<file path="config.mk">
export PLATFORM = sky130hd
export DESIGN_NAME = vedio_seq_ctrl
export DESIGN_NICKNAME = d
export VERILOG_FILES = /design/src/rtl/vedio_pkg.sv /design/src/rtl/vedio_frame_chk.sv /design/src/rtl/vedio_seq_ctrl.sv
export SDC_FILE = /design/constraint.sdc
export NUM_CORES = 1
export LEC_CHECK = 0
export CELL_PAD_IN_SITES_DETAIL_PLACEMENT = 0
export CELL_PAD_IN_SITES_GLOBAL_PLACEMENT = 1
export CORE_ASPECT_RATIO = 2
export CORE_UTILIZATION = 50
export CTS_BUF_LIST = sky130_fd_sc_hd__clkbuf_8
export DETAILED_ROUTE_END_ITERATION = 7
export PLACE_DENSITY_LB_ADDON = 0.1
export RECOVER_POWER = 25
export SYNTH_ARGS = -nofsm -noshare
export SYNTH_HDL_FRONTEND = slang
export SYNTH_SLANG_ARGS = --single-unit
</file>
<file path="constraint.sdc">
create_clock -name clk -period 4.5 [get_ports clk]
set_input_delay 0.675 -clock clk [delete_from_list [all_inputs] [get_ports clk]]
set_output_delay 0.675 -clock clk [all_outputs]
set_load 0.01 [all_outputs]
</file>
<file path="src/rtl/vedio_pkg.sv">
// vedio_pkg
// Shared definitions for the video sequence controller and its optional
// frame geometry checker: the sequencer state encoding, the width of the
// source-select bus, default frame geometry and a helper that sizes counters.
// No ports; imported with "import vedio_pkg::*;".
package vedio_pkg;

  // Sequencer states, shared so the controller and any observer agree on encoding.
  typedef enum logic [2:0] {
    IDLE    = 3'd0,
    RST     = 3'd1,
    WAIT_VS = 3'd2,
    RUN     = 3'd3,
    NEXT    = 3'd4,
    DONE    = 3'd5,
    TOUT    = 3'd6
  } seq_state_t;

  // Source select covers up to four source images.
  localparam int SRC_SEL_W = 2;

  // Default frame geometry and sequencing constants.
  localparam int DEFAULT_IW          = 640;
  localparam int DEFAULT_IH          = 480;
  localparam int DEFAULT_SRC_NUM     = 4;
  localparam int DEFAULT_FRM_PER_SRC = 2;
  localparam int DEFAULT_RST_CLK     = 16;
  localparam int DEFAULT_TIMEOUT_CLK = 1_000_000;

  // Number of bits needed to hold values 0..max_val (never less than one).
  function automatic int cnt_width(input int max_val);
    return (max_val < 2) ? 1 : $clog2(max_val + 1);
  endfunction

endpackage

</file>
<file path="src/rtl/vedio_frame_chk.sv">
// vedio_frame_chk
// Measures the geometry of one processed frame while the sequencer is in RUN
// and raises a sticky error if any line is not IW pixels wide or the frame is
// not IH lines tall. Only instantiated when VEDIO_SEQ_FRAME_CHECK_EN is defined.
// Ports:
//   clk        in  pixel clock
//   rst_n      in  asynchronous active-low reset
//   run        in  sequencer is in RUN (frame in progress)
//   check      in  sequencer is in NEXT (frame just ended, evaluate it)
//   dst_hsync  in  processed-line valid
//   frame_err  out sticky geometry mismatch flag
module vedio_frame_chk
  import vedio_pkg::*;
#(
  parameter int IW = DEFAULT_IW,
  parameter int IH = DEFAULT_IH
) (
  input  logic clk,
  input  logic rst_n,
  input  logic run,
  input  logic check,
  input  logic dst_hsync,
  output logic frame_err
);

  localparam int PCW = cnt_width(IW + 1);
  localparam int LCW = cnt_width(IH + 1);
  localparam logic [PCW-1:0] PIX_EXP  = PCW'(IW);
  localparam logic [PCW-1:0] PIX_SAT  = PCW'(IW + 1);
  localparam logic [LCW-1:0] LINE_EXP = LCW'(IH);
  localparam logic [LCW-1:0] LINE_SAT = LCW'(IH + 1);

  logic           hs_prev_q, hs_prev_d;
  logic [PCW-1:0] pix_cnt_q, pix_cnt_d;
  logic [LCW-1:0] line_cnt_q, line_cnt_d;
  logic           line_bad_q, line_bad_d;
  logic           frame_err_q, frame_err_d;
  logic           hs_rise, hs_fall;

  assign hs_rise = dst_hsync & ~hs_prev_q;
  assign hs_fall = ~dst_hsync & hs_prev_q;

  // While a frame runs, count lines on hsync rising edges and pixels on
  // hsync-high cycles; both saturate one past the expected value so an
  // oversized frame can never wrap back to a "correct" count. Each line's
  // width is judged when its hsync falls. On the check cycle the totals are
  // folded into the sticky error; outside RUN/NEXT the per-frame counters
  // are held clear, ready for the next frame.
  always_comb begin
    hs_prev_d   = dst_hsync;
    pix_cnt_d   = pix_cnt_q;
    line_cnt_d  = line_cnt_q;
    line_bad_d  = line_bad_q;
    frame_err_d = frame_err_q;
    if (run) begin
      if (hs_rise && (line_cnt_q != LINE_SAT)) begin
        line_cnt_d = line_cnt_q + LCW'(1);
      end
      if (dst_hsync) begin
        if (pix_cnt_q != PIX_SAT) begin
          pix_cnt_d = pix_cnt_q + PCW'(1);
        end
      end else if (hs_fall) begin
        if (pix_cnt_q != PIX_EXP) begin
          line_bad_d = 1'b1;
        end
        pix_cnt_d = '0;
      end
    end else if (check) begin
      // A line still open when vsync dropped is judged on what was seen.
      if (line_bad_q || (line_cnt_q != LINE_EXP) ||
          ((pix_cnt_q != '0) && (pix_cnt_q != PIX_EXP))) begin
        frame_err_d = 1'b1;
      end
    end else begin
      pix_cnt_d  = '0;
      line_cnt_d = '0;
      line_bad_d = 1'b0;
    end
  end

  // Checker state register.
  always_ff @(posedge clk or negedge rst_n) begin
    if (!rst_n) begin
      hs_prev_q   <= 1'b0;
      pix_cnt_q   <= '0;
      line_cnt_q  <= '0;
      line_bad_q  <= 1'b0;
      frame_err_q <= 1'b0;
    end else begin
      hs_prev_q   <= hs_prev_d;
      pix_cnt_q   <= pix_cnt_d;
      line_cnt_q  <= line_cnt_d;
      line_bad_q  <= line_bad_d;
      frame_err_q <= frame_err_d;
    end
  end

  assign frame_err = frame_err_q;

endmodule

</file>
<file path="src/rtl/vedio_seq_ctrl.sv">
// vedio_seq_ctrl
// Sequences a video processing pipeline through SRC_NUM source images,
// capturing FRM_PER_SRC frames from each. Every source switch holds the
// pipeline in reset for RST_CLK cycles; a watchdog stops the sequence if no
// dst_vsync edge is seen for TIMEOUT_CLK cycles while waiting for or
// receiving a frame.
// Optional feature: define VEDIO_SEQ_FRAME_CHECK_EN to add the frame geometry
// checker (vedio_frame_chk); otherwise frame_err is tied low.
// Ports:
//   clk         in  pixel clock
//   rst_n       in  asynchronous active-low reset
//   start       in  one-cycle run request (honoured in IDLE and DONE only)
//   dst_vsync   in  processed-frame valid
//   dst_hsync   in  processed-line valid
//   src_sel     out source/file select
//   dut_rst_n   out pipeline reset, low while switching sources
//   busy        out sequence running
//   frame_done  out one-cycle frame-complete pulse
//   all_done    out sequence finished (held until restart)
//   timeout     out watchdog fired (held until reset)
//   frame_err   out sticky geometry mismatch (checker builds only)
module vedio_seq_ctrl
  import vedio_pkg::*;
#(
  parameter int IW          = DEFAULT_IW,
  parameter int IH          = DEFAULT_IH,
  parameter int SRC_NUM     = DEFAULT_SRC_NUM,
  parameter int FRM_PER_SRC = DEFAULT_FRM_PER_SRC,
  parameter int RST_CLK     = DEFAULT_RST_CLK,
  parameter int TIMEOUT_CLK = DEFAULT_TIMEOUT_CLK
) (
  input  logic                 clk,
  input  logic                 rst_n,
  input  logic                 start,
  input  logic                 dst_vsync,
  input  logic                 dst_hsync,
  output logic [SRC_SEL_W-1:0] src_sel,
  output logic                 dut_rst_n,
  output logic                 busy,
  output logic                 frame_done,
  output logic                 all_done,
  output logic                 timeout,
  output logic                 frame_err
);

  localparam int FCW = cnt_width(FRM_PER_SRC);
  localparam int RCW = cnt_width(RST_CLK);
  localparam int WCW = cnt_width(TIMEOUT_CLK);
  localparam logic [FCW-1:0]       FRM_LAST = FCW'(FRM_PER_SRC);
  localparam logic [SRC_SEL_W-1:0] SRC_LAST = SRC_SEL_W'(SRC_NUM - 1);
  localparam logic [RCW-1:0]       RST_LAST = RCW'(RST_CLK - 1);
  localparam logic [WCW-1:0]       WD_LAST  = WCW'(TIMEOUT_CLK - 1);

  seq_state_t           state_q, state_d;
  logic [SRC_SEL_W-1:0] src_sel_q, src_sel_d;
  logic [FCW-1:0]       frm_cnt_q, frm_cnt_d;
  logic [FCW-1:0]       frm_inc;
  logic [RCW-1:0]       rst_cnt_q, rst_cnt_d;
  logic [WCW-1:0]       wd_cnt_q, wd_cnt_d;
  logic                 vs_prev_q, vs_prev_d;
  logic                 dut_rst_n_q, dut_rst_n_d;
  logic                 vs_rise, vs_fall;

  assign vs_rise = dst_vsync & ~vs_prev_q;
  assign vs_fall = ~dst_vsync & vs_prev_q;

  // Next-state logic. Frames are delimited purely by vsync edges, so a frame
  // already in flight when WAIT_VS is entered (vsync high) produces no rising
  // edge there and is skipped until the following one. The reset and
  // watchdog counters default to zero so they restart on every state change
  // and on every vsync edge; they only advance while staying in their state.
  always_comb begin
    state_d   = state_q;
    src_sel_d = src_sel_q;
    frm_cnt_d = frm_cnt_q;
    rst_cnt_d = '0;
    wd_cnt_d  = '0;
    vs_prev_d = dst_vsync;
    frm_inc   = frm_cnt_q + FCW'(1);
    case (state_q)
      IDLE: begin
        if (start) begin
          state_d   = RST;
          src_sel_d = '0;
          frm_cnt_d = '0;
        end
      end
      RST: begin
        if (rst_cnt_q == RST_LAST) begin
          state_d = WAIT_VS;
        end else begin
          rst_cnt_d = rst_cnt_q + RCW'(1);
        end
      end
      WAIT_VS: begin
        if (vs_rise) begin
          state_d = RUN;
        end else if (!vs_fall) begin
          if (wd_cnt_q == WD_LAST) begin
            state_d = TOUT;
          end else begin
            wd_cnt_d = wd_cnt_q + WCW'(1);
          end
        end
      end
      RUN: begin
        if (vs_fall) begin
          state_d = NEXT;
        end else if (!vs_rise) begin
          if (wd_cnt_q == WD_LAST) begin
            state_d = TOUT;
          end else begin
            wd_cnt_d = wd_cnt_q + WCW'(1);
          end
        end
      end
      NEXT: begin
        if (frm_inc < FRM_LAST) begin
          frm_cnt_d = frm_inc;
          state_d   = WAIT_VS;
        end else if (src_sel_q < SRC_LAST) begin
          src_sel_d = src_sel_q + SRC_SEL_W'(1);
          frm_cnt_d = '0;
          state_d   = RST;
        end else begin
          frm_cnt_d = frm_inc;
          state_d   = DONE;
        end
      end
      DONE: begin
        if (start) begin
          state_d   = RST;
          src_sel_d = '0;
          frm_cnt_d = '0;
        end
      end
      TOUT: begin
        state_d = TOUT;
      end
      default: begin
        state_d = IDLE;
      end
    endcase
    // Registered from the next state so the pipeline reset lines up exactly
    // with the cycles spent in RST and still reads low while rst_n is low.
    dut_rst_n_d = (state_d != RST);
  end

  // Sequencer state register.
  always_ff @(posedge clk or negedge rst_n) begin
    if (!rst_n) begin
      state_q     <= IDLE;
      src_sel_q   <= '0;
      frm_cnt_q   <= '0;
      rst_cnt_q   <= '0;
      wd_cnt_q    <= '0;
      vs_prev_q   <= 1'b0;
      dut_rst_n_q <= 1'b0;
    end else begin
      state_q     <= state_d;
      src_sel_q   <= src_sel_d;
      frm_cnt_q   <= frm_cnt_d;
      rst_cnt_q   <= rst_cnt_d;
      wd_cnt_q    <= wd_cnt_d;
      vs_prev_q   <= vs_prev_d;
      dut_rst_n_q <= dut_rst_n_d;
    end
  end

  assign src_sel    = src_sel_q;
  assign dut_rst_n  = dut_rst_n_q;
  assign busy       = (state_q == RST) || (state_q == WAIT_VS) ||
                      (state_q == RUN) || (state_q == NEXT);
  assign frame_done = (state_q == NEXT);
  assign all_done   = (state_q == DONE);
  assign timeout    = (state_q == TOUT);

`ifdef VEDIO_SEQ_FRAME_CHECK_EN
  logic in_run, in_next;
  assign in_run  = (state_q == RUN);
  assign in_next = (state_q == NEXT);

  vedio_frame_chk #(
    .IW (IW),
    .IH (IH)
  ) u_frame_chk (
    .clk       (clk),
    .rst_n     (rst_n),
    .run       (in_run),
    .check     (in_next),
    .dst_hsync (dst_hsync),
    .frame_err (frame_err)
  );
`else
  // Geometry inputs have no consumer without the checker.
  localparam int unused_geom = IW + IH;
  logic unused_hsync;
  assign unused_hsync = dst_hsync;
  assign frame_err    = 1'b0;
`endif

endmodule
</file>
# Word-level counts from Yosys, hierarchy flattened
# Index checks and enable logic that the tools add are counted.
[word_totals]
wordCells = 62
in_bits = 5
register_bits = 34
[classes]
n_reduce_logical = 8
bitwise_logic = 4
mux = 25
n_eq_ne = 12
n_lt_le_gt_ge = 2
add_sub_neg = 4
[op_table]
columns = ["cell", "n"]
rows = [
  ["2-to-1 mux 20 bit", 5],
  ["case mux 20 bit (2 select lines)", 1],
  ["2-to-1 mux 3 bit", 9],
  ["adder 20 x 1 -> 20 bit, second input constant", 1],
  ["== test 20 bit, second input constant", 1],
  ["case mux 3 bit (6 select lines)", 1],
  ["2-to-1 mux 2 bit", 5],
  ["2-to-1 mux 5 bit", 2],
  ["== test 3 bit, second input constant", 3],
  ["case mux 2 bit (2 select lines)", 2],
  ["== test 3 x 2 -> 1 bit, second input constant", 2],
  ["adder 5 x 1 -> 5 bit, second input constant", 1],
  ["== test 5 x 4 -> 1 bit, second input constant", 1],
  ["adder 2 x 1 -> 2 bit, second input constant", 2],
  ["< comparator 2 bit, second input constant", 2],
  ["inequality test 2 x 1 -> 1 bit, second input constant", 2],
  ["AND reduction 4 bit", 1],
  ["== test 3 x 1 -> 1 bit, second input constant", 1],
  ["logical NOT 3 bit", 1],
  ["logical OR 1 bit", 3],
  ["inequality test 3 x 1 -> 1 bit, second input constant", 1],
  ["AND 1 bit", 2],
  ["inequality test 2 bit, second input constant", 1],
  ["inverter 1 bit", 2],
  ["3 further kinds", 3],
]

# Depth between registers and ports, before layout
[logic_depth]
depth_word = 6
depth_mapped = 6

# Worst setup path before layout
# Ideal clock, no wire load.
[synth_path]
path_type = "reg-to-reg"
startpoint = "register wd_cnt_q[6]"
endpoint = "register state_q[0]"
path_stages_with_launch = 5
arrival_time_ns = 2.030
required_ns = 4.369
synth_period_minus_slack_ns = 2.161
setup_slack_ns = 2.339
n_path_buf = 0
setup_time_ns = 0.131
path_cell_list = "dfrtp_1 -> or4_1 -> or4_4 -> o211a_1 -> or3_1"
[synth_between]
elab_chain_len = 5
word_cells_on_any_way = 7
cone_classes = "eq/ne: 1; mux: 6"
[synth_rtl]
columns = ["item", "line", "source"]
rows = [
  ["start: declaration", "vedio_seq_ctrl.sv:59", "logic [WCW-1:0] wd_cnt_q, wd_cnt_d;"],
  ["start signal: assignment", "vedio_seq_ctrl.sv:164", "wd_cnt_q <= wd_cnt_d;"],
  ["== test 20 bit *", "vedio_seq_ctrl.sv:99, vedio_seq_ctrl.sv:110", ""],
  ["2-to-1 mux 3 bit *", "vedio_seq_ctrl.sv:99, vedio_seq_ctrl.sv:110", ""],
  ["2-to-1 mux 3 bit (on tied branches)", "vedio_seq_ctrl.sv:109, vedio_seq_ctrl.sv:98", ""],
  ["2-to-1 mux 3 bit (on tied branches)", "vedio_seq_ctrl.sv:107, vedio_seq_ctrl.sv:96", ""],
  ["case mux 3 bit (6 select lines) *", "vedio_seq_ctrl.sv:80", "case (state_q)"],
  ["named net state_d[0]", "vedio_seq_ctrl.sv:54", "seq_state_t state_q, state_d;"],
  ["end signal: assignment", "vedio_seq_ctrl.sv:160", "state_q <= state_d;"],
  ["end: declaration", "vedio_seq_ctrl.sv:54", ""],
]
# The timed path passes the listed nets; every way through them passes the cells marked *.
# A chain may end at the register's enable or synchronous reset.

# Worst setup path in the final report
[layout_path]
startpoint = "register state_q[2]"
endpoint = "output frame_done"
[layout_between]
elab_chain_len = 1
[layout_rtl]
columns = ["item", "line", "source"]
rows = [
  ["== test 3 bit", "vedio_seq_ctrl.sv:174", "assign frame_done = (state_q == NEXT);"],
  ["end: declaration", "vedio_seq_ctrl.sv:40", "output logic frame_done,"],
]
# Every way passes these cells.

==> key figures <==
Synth
  • Post-synth cell types: 41
  • Asr flop ratio synth: 1.000
  • Synth warn: 0
  • Register area share after synthesis: 0.4785
  • Post-Synthesis Cell Area: about 1800 um2
  • Post-synth top area cell: dfrtp_1
  • Yosys top cell area share: 0.4785
  • Seq cells post-synth: 34
  • Cells after Synth: 186
  • Synth area leaders: dfrtp_1 48%, nor2_1 5.5%, xnor2_1 3.9%
  • Syn nets: 194
  • Main synth FF type: dfrtp_1
  • Post-synth EDFFs: 0
  • Synthesized area per cell: 9.559 um2

GRT
  • Global-route wire length before repair: a little over 6000 um
  • GRT Util Overall: 0.2116
  • Vias in the first global route: around 1500
  • Initial antenna violation count: 0
  • Largest net degree at the start of global routing: 35
  • GR Overflow Total: 0

Floorplanning
  • Starting Density: 0.5263
  • I/O pin cnt: 13
  • Die area: between 3000 and 4000 um2
  • Die H: 86.33 um
  • Row count: 30
  • Die W: around 44 um
  • Core Box Area: 3378 um2

Clocking
  • CTS tree: done
  • CTS root buffer: clkbuf_8
  • Clk slew on worst S/H paths: 0.07 ns
  • Clk_lat worst skew: 0.28 ns
  • Clock Path Buffers: 2
  • Hold Buf Count CTS: 0
  • H-tree depth: 2
  • Num CTS Buffers: 5
  • Resize count post-CTS: 0
  • Number of post-CTS setup repair buffers: 0
  • Clk sinks: 34

STA
  • Final hold vios: 0
  • Fin crit share: 0.5499
  • Post-layout minimum cycle time: 2.475 ns
  • Slew Viols, Final: 35
  • Fmax achieved: 404.1 MHz
  • Worst Max-Slew Pin Slew: 1.791 ns
  • Fin Setup TNS: 0 ns
  • Clock skew: 0.008625 ns
  • RSZ-0062 raised after global routing: false
  • Final setup vio count: 0
  • Slew margin rel.: -0.1940

Worst hold path
  • Worst hold stages: 1
  • Hold crit path type: flip-flop to flip-flop

Critical path
  • Crit path required time: 3.83 ns
  • WP depth: 3
  • Worst setup EP type: primary output
  • Slowest CP cell: clkdlybuf4s50_1
  • WP buf/inv: 1
  • Slowest cell delay on critical path: 0.57 ns
  • Crit-path cells: nand2b_1, nor2_1, clkdlybuf4s50_1
  • Worst path top cell family by delay: buffers and inverters
  • Reg2reg path depth: 4
  • Crit path arrival time: ~1.8 ns
  • Max FO, Critical Path: 12
  • Worst setup SP type: flip-flop
  • Crit path kind: flip-flop to primary output

Routing
  • Drt pass-1 iters: 6
  • Initial drt markers: 11
  • Wirelength, routed: 3507 um
  • Wirelength per Cell: 15.18 um
  • Residual DRC: 2
  • Via/cell ratio: 5.922
  • Post-route ant nets: 0
  • Vias: 1368

Outcome
  • Failing checks: DRC, capacitance limit, slew limit
  • Status: finished, violations left

Finish
  • Commonest non-fill, non-tap cells in the layout: 34 x dfrtp_1, 26 x nor2_1, 11 x a21oi_1
  • Syn-to-layout area delta: 10.27%
  • Finished Layout Cells: 231
  • Post-route cell area: 1961 um2
  • Layout cell share with drive strength beyond 1: 0.08040
  • Final net count: roughly 210
  • # diodes: 0
  • Most common cell after layout, fill and taps aside: dfrtp_1

Placed design
  • Inst Count DP: 224
  • HPWL Detailed: roughly 2600 um
  • IO buf count: 10
  • Final Wtd Congestion: 0.7764
  • Placed instance area: 1886 um2

Pwr
  • Peak VDD IR: 0.0002955 V
  • Pwr dens: ~400 nW/um2
  • Leakage: 0.0008066 uW

Flow run
  • Max_cap viols: 1
==> power breakdown <==
| group | switching (uW) | total [uW] | internal (uW) |
|---|---|---|---|
| clock network | 101 | 205 | 104 |
| registers | 38.4 | 383 | 344 |
| logic | 99.5 | 202 | 103 |
| total | 239 | 790 | 551 |
==> worst paths after layout <==
kind,slack (ns),from,to
worst max-delay path,2.03,state_q[2],frame_done
worst min-delay path,0.47,rst_cnt_q[0],rst_cnt_q[0]
worst max register to register,2.22,wd_cnt_q[6],state_q[0]
worst min register to register,0.47,rst_cnt_q[0],rst_cnt_q[0]
max in group asynchronous,2.05,rst_n,wd_cnt_q[1]
min in group asynchronous,1.41,rst_n,rst_cnt_q[1]
==> area by class of cell <==
type / count / area, um2
multi-input cells: 137 / 845.8
repair buffers: 12 / 111.4
flip-flops and latches: 34 / 850.8
fillers: 320 / 1418
well taps: 32 / 40.04
inverters: 9 / 33.78
clock inverters: 2 / 10.01
clock buffers: 5 / 68.82
==> sequential cells by signal, summed over array words and instances (netlist names) <==
name       flops
dut_rst_n      1
src_sel        2
rst_cnt_q      5
state_q        3
wd_cnt_q      20
vs_prev_q      1
frm_cnt_q      2
==> routing by layer <==
metal | vias up | track usage | wire, um
met5 | - | 0 | 0
met4 | 0 | 0.09917 | 72
met3 | 8 | 0.03750 | 98
met2 | 24 | 0.4024 | 1984
met1 | 653 | 0.2052 | 1352
li1 | 683 | - | -
==> kinds of logic after synthesis <==
kind of cell             Yosys count  share of synthesized area
AO/OA/AOI/OAI                     30                     0.1098
AND/OR/NAND/NOR                   85                     0.2512
adder cells (fa/ha/maj)            3                    0.02111
other                              1                   0.002109
XOR/XNOR                          16                    0.07882
flip-flops                        34                     0.4785
multiplexers                       2                    0.01267
buffers and inverters             15                    0.04574
==> cells in the mapped netlist, drive strengths merged (2+ instances only) <==
library cell	n
or2	2
and2	2
ha	3
nand2b	3
and3	2
dfrtp	34
buf	5
and4	2
mux2	2
a21oi	11
xor2	8
nand2	10
nor4	2
or4	5
o21ai	8
inv	9
o31ai	2
nor2	26
xnor2	8
nand3	10
or3	7
nand4	7
nor3	3
nor2b	2
==> per-stage QoR <==
step | total power, uW | util | worst slack, ns | hold slack [ns]
after floorplan | 523.0 | - | 2.339 | 0.3794
after global placement | 582.4 | 0.5581 | 2.260 | 0.4450
after detailed placement | 595.3 | 0.5581 | 2.236 | 0.4749
after CTS | 803.9 | 0.5815 | 2.004 | 0.4811
after global routing | 850.0 | 0.5804 | 1.645 | 0.5026
final | 790.0 | 0.5804 | 2.026 | 0.4744
Power figures use the tool's default switching activity.
